### src/rtl/uart_bus_arbiter.sv
// Round-robin arbiter that shares the uart1 register bus between two requesters.
// One bus access per grant, optional owner lock, one-cycle ack with captured read data.
module uart_bus_arbiter #(
    parameter int ADDR_W   = 4,
    parameter int DATA_W   = 8,
    parameter int READ_LAT = 1
) (
    input  logic              i_clk,
    input  logic              i_rst,
    input  logic              i_req0,
    input  logic              i_req1,
    input  logic              i_we0,
    input  logic              i_we1,
    input  logic [ADDR_W-1:0] i_addr0,
    input  logic [ADDR_W-1:0] i_addr1,
    input  logic [DATA_W-1:0] i_wdata0,
    input  logic [DATA_W-1:0] i_wdata1,
    input  logic              i_lock0,
    input  logic              i_lock1,
    output logic              o_ack0,
    output logic              o_ack1,
    output logic [DATA_W-1:0] o_rdata0,
    output logic [DATA_W-1:0] o_rdata1,
    output logic              o_we,
    output logic [ADDR_W-1:0] o_address,
    output logic [DATA_W-1:0] o_data,
    input  logic [DATA_W-1:0] i_data,
    output logic              o_busy
);

    typedef enum logic [1:0] {
        IDLE,
        ISSUE,
        WAIT_RD,
        DONE
    } state_t;

    localparam logic [2:0] LAT_M1 = 3'(READ_LAT - 1);

    state_t     state;
    logic [2:0] count;
    logic       winner;
    logic       last_grant;
    logic       lock_valid;
    logic       lock_id;
    logic       lat_we;
    logic       lat_lock;

    logic       elig0;
    logic       elig1;
    logic       pick;

    // While a lock is held only the owner may win; ties go to whoever was not granted last.
    always_comb begin
        elig0 = i_req0 && (!lock_valid || !lock_id);
        elig1 = i_req1 && (!lock_valid ||  lock_id);
        pick  = (elig0 && elig1) ? ~last_grant : elig1;
    end

    assign o_busy = (state != IDLE);

    always_ff @(posedge i_clk) begin
        if (i_rst) begin
            state      <= IDLE;
            count      <= '0;
            winner     <= 1'b0;
            last_grant <= 1'b1;
            lock_valid <= 1'b0;
            lock_id    <= 1'b0;
            lat_we     <= 1'b0;
            lat_lock   <= 1'b0;
            o_ack0     <= 1'b0;
            o_ack1     <= 1'b0;
            o_rdata0   <= '0;
            o_rdata1   <= '0;
            o_we       <= 1'b0;
            o_address  <= '0;
            o_data     <= '0;
        end else begin
            o_we   <= 1'b0;
            o_ack0 <= 1'b0;
            o_ack1 <= 1'b0;
            case (state)
                IDLE: begin
                    if (elig0 || elig1) begin
                        winner    <= pick;
                        lat_we    <= pick ? i_we1   : i_we0;
                        lat_lock  <= pick ? i_lock1 : i_lock0;
                        o_we      <= pick ? i_we1   : i_we0;
                        o_address <= pick ? i_addr1 : i_addr0;
                        o_data    <= pick ? i_wdata1 : i_wdata0;
                        state     <= ISSUE;
                    end
                end
                ISSUE: begin
                    if (lat_we) begin
                        o_ack0 <= ~winner;
                        o_ack1 <= winner;
                        state  <= DONE;
                    end else if (READ_LAT == 1) begin
                        if (winner) o_rdata1 <= i_data;
                        else        o_rdata0 <= i_data;
                        o_ack0 <= ~winner;
                        o_ack1 <= winner;
                        state  <= DONE;
                    end else begin
                        count <= LAT_M1;
                        state <= WAIT_RD;
                    end
                end
                WAIT_RD: begin
                    // The edge that takes the counter to zero is the read capture edge.
                    if (count == 3'd1) begin
                        if (winner) o_rdata1 <= i_data;
                        else        o_rdata0 <= i_data;
                        o_ack0 <= ~winner;
                        o_ack1 <= winner;
                        count  <= '0;
                        state  <= DONE;
                    end else begin
                        count <= count - 3'd1;
                    end
                end
                DONE: begin
                    last_grant <= winner;
                    lock_valid <= lat_lock;
                    lock_id    <= winner;
                    state      <= IDLE;
                end
                default: state <= IDLE;
            endcase
        end
    end

endmodule
### config.mk
export PLATFORM = sky130hd
export DESIGN_NAME = uart_bus_arbiter
export DESIGN_NICKNAME = d
export VERILOG_FILES = /design/src/rtl/uart_bus_arbiter.sv
export SDC_FILE = /design/constraint.sdc
export NUM_CORES = 1
export LEC_CHECK = 0
export CAP_MARGIN = 10
export CORE_MARGIN = 1
export CORE_UTILIZATION = 40
export DETAILED_ROUTE_END_ITERATION = 6
export DONT_BUFFER_PORTS = 1
export PLACE_DENSITY = 0.54
export REMOVE_ABC_BUFFERS = 1
export SYNTH_ARGS = -nofsm -noshare
export SYNTH_HDL_FRONTEND = slang
export SYNTH_SLANG_ARGS = --single-unit
### constraint.sdc
create_clock -name i_clk -period 2.1 [get_ports i_clk]
set_input_delay 0.21 -clock i_clk [delete_from_list [all_inputs] [get_ports i_clk]]
set_output_delay 0.21 -clock i_clk [all_outputs]
set_load 0.05 [all_outputs]
==> summary.txt <==
Worst VDD drop = 0.507 mV
post-CTS setup buffers = 0
Routed WL per cell = 14.9 um
Synth Flop Type = dfxtp_1
M1 GR Usage = 16.1%
Layout Skew = 0.00812 ns
CTS tree = yes
initial antenna violation count = 0
all-layer global routing usage = 14.8%
clock sink count = 42
die height = 70.8 um
Placer Congestion = 0.726
crit path kind = reg -> reg
Std-Cell Rows = 24
CTS Root Cell = clkbuf_8
antenna-violating nets left = 0
detailed placer's ending HPWL = 2540 um
Clock Tree Buf Depth = 2
Critical Path RT = 2.29 ns
worst skew pair latency = 0.30 ns
largest family of logic cells by synthesized area = simple AND/OR/NAND/NOR gates
area leader, netlist = dfxtp_1
syn_area_per_cell = 9.71 um2
gate count after technology mapping = 195
Fillers = 437
final worst path period share = 87.7%
NumNets Final = 240
top post-synthesis cells by count = dfxtp_1, nor2_1, mux2i_1, nand2_1, a311oi_2
FF+latch count, synth = 42
Startpoint Class = register
TritonCTS Buffers = 5
port buffer count = 0
sequential element share of the synthesized area = 44.4%
Yosys warning count = 0
max_slew headroom = 60.7%
vias in the first global route = 1288
static leakage = 0.812 nW
RSZ-0062 raised after global routing = no
largest net degree at the start of global routing = 40
total grt overflow = 0
Die Width = 70.8 um
io pins = 72
Hold Path Class = in -> reg
Power, Total = 3.19 mW
DR vias = 1333
met3 Usage GRT = 4.84%
PD cells = 1590 nW/um2
Area Growth Syn to Fin = 5.88%
Post-synth EDFFs = 0
top-area cell type share of the netlist area = 44.4%
multiplexer share of the synthesized area = 11.1%
Post-Synth Adder-Cell Area = 3.96%
Post-Route Utilization = 45.1%
final hold viol count = 0
Post-Synth Simple-Gate Area = 19.0%
# setup viols final = 0
Worst Path Max Fanout = 8
Clock transition at path regs = 0.09 ns
H-Tree Depth = 2
count leader, synth = dfxtp_1
xor-xnor portion of the synthesized cell area = 0%
synth top area cells = dfxtp_1, mux2i_1, a311oi_2
CP endpoint kind = register
drt pass-1 iters = 7
grt peak-use layer = met2
maxcap violations = 0
number of antenna diodes = 0
critical path data arrival time = 2.04 ns
Fmax achieved = 543 MHz
Yosys cell types = 33
WL final = 3670 um
Slew Viols, Final = 0
failing checks = DRC
routing usage on met2 = 26.5%
Initial Util = 42.6%
Slew @ Worst Pin = 0.587 ns
drt initial violations = 68
drt drc = 6
area of the die = 5010 um2
core area = 4440 um2
layout cell share with drive strength beyond 1 = 18.5%
Compound-Gate Fraction of Synth Area = 15.8%
first-pass GRT wire length = 5870 um
Async SR Flop Fraction = 0%
Post-Syn Area = 1890 um2
drt via density = 5.40
Tmin final = 1.84 ns
setup tns final = 0 ns
run status = finished, violations left
registers in the layout, summed over array words and instances (netlist names), 2 cells and up:
name,flops
o_data,8
o_address,4
state,2
o_rdata1,8
o_rdata0,8
count,3
routing by layer:
metal | part of all wire, % | wire, um
met2 | 49 | 1780
met1 | 42 | 1520
met5 | 0 | 0
met4 | 1.6 | 58
met3 | 8.3 | 303
path summary, 6_finish.rpt:
| check | from | slack, ns | endpoint | cells after the start |
|---|---|---|---|---|
| worst max register to register | state[0] | 0.26 | o_rdata0[5] | 6 |
| worst min register to register | count[1] | 0.48 | count[1] | 2 |
| worst min-delay path | i_rst | 0.02 | last_grant | 2 |
| worst max-delay path | state[0] | 0.26 | o_rdata0[5] | 6 |
critical path: stages (launching register included):
cell and delay (ns):
dfxtp_1 0.38, inv_1 0.08, ha_1 0.29, inv_2 0.12, o2111a_1 0.54, mux2i_1 0.27
nor2_1 0.06
layout by cell type (no fill, tap or decap), drive strengths merged:
cell type	count
a211oi	3
a21oi	5
a221oi	1
a2bb2oi	1
a311oi	13
and2	1
and2b	1
and3	1
buf	3
clkbuf	5
clkinv	2
clkinvlp	1
dfxtp	42
ha	6
inv	8
mux2i	21
nand2	29
nand2b	2
nand3	2
nand3b	1
nor2	39
nor3	1
nor3b	2
o2111a	1
o2111ai	1
o21ai	2
or3b	1
layout make-up:
| type | count | area (um2) | share of cell area (%) |
|---|---|---|---|
| Clock inverter | 3 | 21.3 | 1.06 |
| Sequential cell | 42 | 841 | 41.9 |
| Clock buffer | 5 | 68.8 | 3.43 |
| Timing Repair Buffer | 3 | 35.0 | 1.75 |
| Tap cell | 52 | 65.1 | 3.24 |
| Multi-Input combinational cell | 134 | 945 | 47.1 |
| Inverter | 8 | 30.0 | 1.50 |
report_power, final:
| part | internal (mW) | switching [mW] |
|---|---|---|
| clock network | 0.233 | 0.285 |
| registers | 1.01 | 0.682 |
| logic | 0.407 | 0.571 |
cell families after synthesis:
| group | after synthesis |
|---|---|
| compound gates | 27 |
| flops | 42 |
| simple gates | 80 |
| mux | 21 |
| buf+inv | 19 |
| fa+ha+maj | 6 |
metrics by stage:
step / setup WS [ns] / cells / area (um2) / hold WS, ns
6_report: 0.257 / 247 / 2010 / 0.0209
4_1_cts: 0.230 / 247 / 2010 / 0.0113
5_1_grt: 0.153 / 247 / 2010 / 0.0111
3_3_place_gp: 0.376 / 238 / 1900 / 0.285
2_1_floorplan: 0.177 / 184 / 1820 / 0.278
3_5_place_dp: 0.266 / 238 / 1900 / 0.289
timing repair:
item                                    in CTS  in global routing
hold buffers                                 1                  0
gates resized for setup                      0                  0
endpoints found under the hold margin       39                  0
endpoints found under the setup margin       0                  0
(Power assumes the default switching activity.)
